[src/rtl/halt_dump_sequencer.sv]
// halt_dump_sequencer: after a CPU halt (or manual trigger) and a drain interval,
// streams register-file words then a DMEM window over a valid/ready port.
module halt_dump_sequencer #(
    parameter int DATA_W       = 32,
    parameter int RF_DEPTH     = 32,
    parameter int MEM_BASE     = 0,
    parameter int MEM_WORDS    = 1024,
    parameter int ADDR_W       = 16,
    parameter int DRAIN_CYCLES = 16,
    parameter int TRIG_MODE    = 0
) (
    input  logic              clk,
    input  logic              rst,
    input  logic              halt,
    input  logic              trig,
    output logic [ADDR_W-1:0] rf_raddr,
    input  logic [DATA_W-1:0] rf_rdata,
    output logic [ADDR_W-1:0] mem_raddr,
    input  logic [DATA_W-1:0] mem_rdata,
    output logic              out_valid,
    input  logic              out_ready,
    output logic [DATA_W-1:0] out_data,
    output logic              out_region,
    output logic              out_last,
    output logic              busy,
    output logic              done
);
    localparam int MAXD = (RF_DEPTH > MEM_WORDS) ? RF_DEPTH : MEM_WORDS;
    localparam int IW = $clog2(MAXD + 1);
    localparam int DW = (DRAIN_CYCLES > 1) ? $clog2(DRAIN_CYCLES) : 1;
    localparam logic [IW-1:0] RF_LAST = IW'(RF_DEPTH - 1);
    localparam logic [IW-1:0] MEM_LAST = IW'((MEM_WORDS > 0) ? MEM_WORDS - 1 : 0);
    localparam logic [DW-1:0] DRAIN_LAST = DW'((DRAIN_CYCLES > 0) ? DRAIN_CYCLES - 1 : 0);

    typedef enum logic [2:0] {IDLE, DRAIN, ISSUE, CAPT, HOLD, DONE} state_t;
    localparam state_t START = (DRAIN_CYCLES == 0) ? ISSUE : DRAIN;

    state_t            state_q, state_d;
    logic [DW-1:0]     cnt_q, cnt_d;
    logic [IW-1:0]     idx_q, idx_d;
    logic              region_q, region_d;
    logic              out_valid_q, out_valid_d;
    logic [DATA_W-1:0] out_data_q, out_data_d;
    logic              out_region_q, out_region_d;
    logic              out_last_q, out_last_d;
    logic [ADDR_W-1:0] rf_raddr_q, rf_raddr_d;
    logic [ADDR_W-1:0] mem_raddr_q, mem_raddr_d;
    logic              trig_hit;

    assign trig_hit = (TRIG_MODE != 0) ? trig : halt;

    always_comb begin
        state_d      = state_q;
        cnt_d        = cnt_q;
        idx_d        = idx_q;
        region_d     = region_q;
        out_valid_d  = out_valid_q;
        out_data_d   = out_data_q;
        out_region_d = out_region_q;
        out_last_d   = out_last_q;
        case (state_q)
            IDLE: if (trig_hit) begin
                state_d  = START;
                cnt_d    = '0;
                idx_d    = '0;
                region_d = 1'b0;
            end
            DRAIN: begin
                cnt_d = cnt_q + DW'(1);
                if (cnt_q == DRAIN_LAST) state_d = ISSUE;
            end
            ISSUE: state_d = CAPT;
            CAPT: begin
                out_data_d   = region_q ? mem_rdata : rf_rdata;
                out_valid_d  = 1'b1;
                out_region_d = region_q;
                out_last_d   = region_q ? (idx_q == MEM_LAST) : (MEM_WORDS == 0 && idx_q == RF_LAST);
                state_d      = HOLD;
            end
            HOLD: if (out_ready) begin
                out_valid_d = 1'b0;
                if (out_last_q) begin
                    state_d = DONE;
                end else begin
                    state_d = ISSUE;
                    if (!region_q && idx_q == RF_LAST) begin
                        region_d = 1'b1;
                        idx_d    = '0;
                    end else begin
                        idx_d = idx_q + IW'(1);
                    end
                end
            end
            DONE: if (TRIG_MODE != 0 && trig) begin
                state_d  = START;
                cnt_d    = '0;
                idx_d    = '0;
                region_d = 1'b0;
            end
            default: state_d = IDLE;
        endcase
        // Address registers load on entry to ISSUE so the read lands during CAPT.
        rf_raddr_d  = (state_d == ISSUE && !region_d) ? ADDR_W'(idx_d) : rf_raddr_q;
        mem_raddr_d = (state_d == ISSUE && region_d) ? ADDR_W'(MEM_BASE) + ADDR_W'(idx_d) : mem_raddr_q;
    end

    always_ff @(posedge clk) begin
        if (rst) begin
            state_q      <= IDLE;
            cnt_q        <= '0;
            idx_q        <= '0;
            region_q     <= 1'b0;
            out_valid_q  <= 1'b0;
            out_data_q   <= '0;
            out_region_q <= 1'b0;
            out_last_q   <= 1'b0;
            rf_raddr_q   <= '0;
            mem_raddr_q  <= '0;
        end else begin
            state_q      <= state_d;
            cnt_q        <= cnt_d;
            idx_q        <= idx_d;
            region_q     <= region_d;
            out_valid_q  <= out_valid_d;
            out_data_q   <= out_data_d;
            out_region_q <= out_region_d;
            out_last_q   <= out_last_d;
            rf_raddr_q   <= rf_raddr_d;
            mem_raddr_q  <= mem_raddr_d;
        end
    end

    assign rf_raddr   = rf_raddr_q;
    assign mem_raddr  = mem_raddr_q;
    assign out_valid  = out_valid_q;
    assign out_data   = out_data_q;
    assign out_region = out_region_q;
    assign out_last   = out_last_q;
    assign busy       = (state_q != IDLE) && (state_q != DONE);
    assign done       = (state_q == DONE);
endmodule

[config.mk]
export PLATFORM = sky130hd
export DESIGN_NAME = halt_dump_sequencer
export DESIGN_NICKNAME = d
export VERILOG_FILES = /design/src/rtl/halt_dump_sequencer.sv
export SDC_FILE = /design/constraint.sdc
export NUM_CORES = 1
export LEC_CHECK = 0
export CAP_MARGIN = 20
export CORE_UTILIZATION = 40
export CTS_BUF_LIST = sky130_fd_sc_hd__clkbuf_4
export CTS_CLUSTER_SIZE = 30
export DETAILED_ROUTE_END_ITERATION = 8
export PLACE_DENSITY = 0.75
export SETUP_SLACK_MARGIN = 0.1
export SLEW_MARGIN = 10
export SYNTH_ARGS = -nofsm -noshare
export SYNTH_HDL_FRONTEND = slang
export SYNTH_SLANG_ARGS = --single-unit
[constraint.sdc]
create_clock -name clk -period 8 [get_ports clk]
set_input_delay 2.4 -clock clk [delete_from_list [all_inputs] [get_ports clk]]
set_output_delay 2.4 -clock clk [all_outputs]
set_load 0.1 [all_outputs]
* Word level (Yosys, flattened, before mapping)
Cells that the tools add are included.
Cells by class: multipliers 0, multiplexer cells 21, bitwise logic cells 0, eq/ne operators 12, add/subtract/negate cells 2, div/mod/pow operators 0, magnitude comparators 0, shift-type cells 0, reductions and logical operators 12
Operator list (number):
- 2-to-1 mux 11 bit | 4
- 2-to-1 mux 32 bit | 1
- one-hot mux 11 bit (2 select lines) | 1
- one-hot mux 3 bit (6 select lines) | 1
- 2-to-1 mux 3 bit | 4
- adder 11 x 1 -> 11 bit (second input constant) | 1
- == test 11 x 10 -> 1 bit (second input constant) | 1
- == test 11 x 5 -> 1 bit (second input constant) | 1
- == test 3 x 2 -> 1 bit (second input constant) | 3
- one-hot mux 4 bit (2 select lines) | 1
- == test 3 bit (second input constant) | 2
- 2-to-1 mux 1 bit | 6
- adder 4 x 1 -> 4 bit (second input constant) | 1
- == test 4 bit (second input constant) | 1
- logical AND 1 bit | 4
- 2-to-1 mux 4 bit | 1
- != test 2 bit (second input constant) | 2
- one-hot mux 1 bit (2 select lines) | 2
- AND reduction 2 bit | 2
- nonzero test 2 bit | 2
- == test 3 x 1 -> 1 bit (second input constant) | 1
- logical NOT 3 bit | 1
- != test 3 bit (second input constant) | 1
- nonzero test 3 bit | 1
- logical NOT 1 bit | 2
Word-level totals: bits in read-only memories 0, output and inout port bits 69, memory bits (writable) 0, memories 0, flip-flop bits (word level) 76, latch bits 0, input bits 69

* Depth between registers and ports, before layout
depth after elaboration 8, mapped depth 7

* Worst setup path before layout
Ideal clock, no wire load.
path type input port to flip-flop, start point input out_ready, end point register mem_raddr_q[2], in the netlist mem_raddr[2], cell stages on the path 7, library setup time 128 ps, path slack 3854 ps, data required time 7872 ps, buffers on the path 2, data arrival time 4019 ps, path through buf_2 or4b_1 or4_4 a211oi_2 buf_4 mux2i_1 nor2_1
Between the ends: cells in the longest elaborated chain, start to end 4, elaborated cells between the ends (all ways) 8, classes of those cells 1 x eq/ne; 6 x mux; 1 x reduce/logical
Ends and longest elaborated chain:
- start, declared | RTL line 21 | input logic out_ready,
- 2-to-1 mux 3 bit | RTL line 80 | HOLD: if (out_ready) begin
- one-hot mux 3 bit (6 select lines) | RTL line 61 | case (state_q)
- == test 3 x 2 -> 1 bit | RTL line 104 | mem_raddr_d = (state_d == ISSUE && region_d) ? ADDR_W'(MEM_BASE) + ADDR_W'(idx_d) : mem_raddr_q;
- logical AND 1 bit | RTL line 104
- end signal, assigned | RTL line 129 | mem_raddr_q <= mem_raddr_d;
- end, declared | RTL line 47 | logic [ADDR_W-1:0] mem_raddr_q, mem_raddr_d;
Several ways; a longest one is shown, not always the timed one. A chain may end at the register's enable or synchronous reset.

* Final worst setup path
start point register state_q[2], end point output done
Between the ends: cells in the longest elaborated chain, start to end 1
Ends and longest elaborated chain:
- start, declared | RTL line 38 | state_t state_q, state_d;
- start signal, assigned | RTL line 120 | state_q <= state_d;
- == test 3 bit | RTL line 140 | assign done = (state_q == DONE);
- end, declared | RTL line 26 | output logic done
Every way passes these cells.

==> out/summary.txt <==
final hold slack: 0.470 ns
final worst slack: 3.12 ns
share of cells above drive strength 1: 6.90%
most common cell after layout, fill and taps aside: clkdlybuf4s50_1
worst r2r src: state_q[2]
Unique masters post-synth: 49
most frequent cells in the layout: clkdlybuf4s50_1 (125), dfxtp_1 (75), nor2_1 (65)
Antenna diodes: 0
Hold Crit Class: reg -> reg
CP Launch Type: register
1st-iter DRT viols: 98
Mapped Cells: 392
Place WS: 2.80 ns
Worst-path clk slew: 0.11 ns
Tmin final: 4.88 ns
vias in the first global route: 2,914
count of final hold-check violations: 0
reg2reg path depth: 6
Root Buffer: clkbuf_4
post-synthesis register bit count: 76
total power: 0.648 mW
Hold Crit Depth: 2
Hold Startpoint: out_region
global-route wire length before repair: 14,000 um
Clk Latency, worst-skew pair: 0.42 ns
Crit Path Max Fanout: 16
Rel. slew slack: 28.6%
RePlAce Congestion: 0.880
syn_area_per_cell: 8.85 um2
FF-to-FF End: mem_raddr[6]
Critical Setup Path Class: reg -> out
Synth Cell Area: 0.00347 mm2
Worst Skew: 0.00911 ns
All-Layer GR Usage: 19.9%
EDFF count, synth: 0
top-level I/O count: 138
fin crit share: 61.0%
critical path endpoint category: output port
post-synthesis sequential area ratio: 43.8%
Final nets: 575
RSZ-0062 raised after global routing: no
CTS tree: yes
Die Ht: 95.2 um
H-tree Lvls: 3
FP Rows: 33
Pwr Density: 134 mW/mm2
Post-route DRC: 0
Post-synth top flop: dfxtp_1
Via density: 5.29
Post-Route WL: 8850 um
Die ar.: 0.00905 mm2
First-pass DRT Iterations: 4
fmax: 0.205 GHz
flop-to-flop setup slack: 4.96 ns
hold buffer count at CTS: 0
# Max-Cap Violations: 0
Synth async-reset ratio: 0%
setup TNS: 0 ns
Setup Viol. Count Final: 0
grt ovf: 0
Die Wd: 95.2 um
initial antenna violation count: 0
Clock Tree Buf Depth: 2
Ys Warns: 0
Final Max Slew Viols: 0
Area growth, synth to finish: 39.7%
outcome: finished, final reports clean
hpwl dp: 6360 um
Core Box Area: 0.00830 mm2
Starting Density: 41.8%
Post CTS Setup Buffer Count: 0
post-cts resize count: 0
Clock Sinks: 76
via count: 3,237
worst vdd ir: 0.0944 mV
Hold EP: out_region
Critical Path AT: 2.48 ns
WP data required: 5.60 ns
Leak: 1.58 nW
Slew @ Worst Pin: 1.07 ns
largest net degree at the start of global routing: 68
CTS buffer count: 9
DR WL/cell: 14.5 um
Port Buffer Count: 126
ANT nets after route: 0
==> layer usage <==
metal	part of all wire [%]	GRT usage [%]
met5	0	0
met3	6.4	4.86
met2	50	34.1
met1	42	24.0
met4	1.1	7.20
==> synth_stat cells (3+ instances only) <==
master    count  area, um2
a211oi_1     41        308
a21oi_1      19       95.1
a31oi_1       4       25.0
and3_1        4       25.0
buf_1         3       11.3
buf_2         3       15.0
buf_4        11       82.6
clkbuf_1     21       78.8
dfxtp_1      76       1520
inv_1         4       15.0
mux2i_1      37        370
nand2_1      15       56.3
nand3b_1      3       22.5
nand4_1       6       37.5
nor2_1       66        248
nor3_1        3       15.0
nor3b_1       4       30.0
nor4_1        8       50.1
o21ai_0      20        100
o31ai_1       3       22.5
or2_2         4       25.0
==> flip-flops by register name, summed over array words and instances (netlist names) <==
| register | cells |
|---|---|
| region_q | 1 |
| out_last | 1 |
| out_valid | 1 |
| out_data | 32 |
| rf_raddr | 11 |
| cnt_q | 4 |
| idx_q | 11 |
| out_region | 1 |
| mem_raddr | 11 |
| state_q | 3 |
==> cells by family (layout without fill, tap and decap cells) <==
| family | count (synthesis) | count (layout) | share of synthesized area (%) |
|---|---|---|---|
| flops | 76 | 76 | 43.8 |
| mux | 38 | 38 | 11.0 |
| fa+ha+maj | 2 | 2 | 0.721 |
| simple gates | 134 | 134 | 19.6 |
| buf+inv | 42 | 148 | 5.84 |
| other cells | 1 | 10 | 0.108 |
| xor+xnor | 1 | 1 | 0.252 |
| compound gates | 98 | 98 | 18.7 |
==> where the power goes <==
group          total [mW]  switching, mW  internal, mW  leakage [nW]
Combinational      0.0787         0.0428        0.0358         0.922
Sequential          0.381        0.00169         0.379         0.613
Clock               0.188          0.129        0.0587        0.0473
==> layout make-up <==
| type | instances | area (um2) |
|---|---|---|
| clock inverter | 5 | 31.3 |
| clock buffer | 9 | 67.6 |
| fill | 741 | 3450 |
| sequential | 76 | 1520 |
| multi-input combinational | 283 | 1790 |
| inverter | 4 | 15.0 |
| timing repair buffer | 130 | 1290 |
| tap | 105 | 131 |
==> per-stage QoR <==
stage | instances | area [um2] | util [%]
floorplan | 401 | 3500 | -
global placement | 598 | 4750 | 57.2
detailed placement | 598 | 4750 | 57.2
CTS | 612 | 4850 | 58.4
global route | 612 | 4850 | 58.4
finish | 612 | 4850 | 58.4
==> critical path, cell delays in order, from the launching register on <==
cell	delay, ns
dfxtp_1	0.68
and3_1	0.25
clkdlybuf4s50_1	1.13
==> worst max-delay path by stage <==
stage          depth (start not counted)      endpoint  slack [ns]  startpoint
2_1_floorplan                          7  mem_raddr[2]        3.85   out_ready
3_3_place_gp                           7  mem_raddr[5]        2.83   out_ready
3_5_place_dp                           7  mem_raddr[5]        2.80   out_ready
4_1_cts                                2          done        3.10  state_q[2]
5_1_grt                                2          done        2.99  state_q[2]
6_report                               2          done        3.12  state_q[2]
No activity file was read; power rests on OpenSTA's default activity.
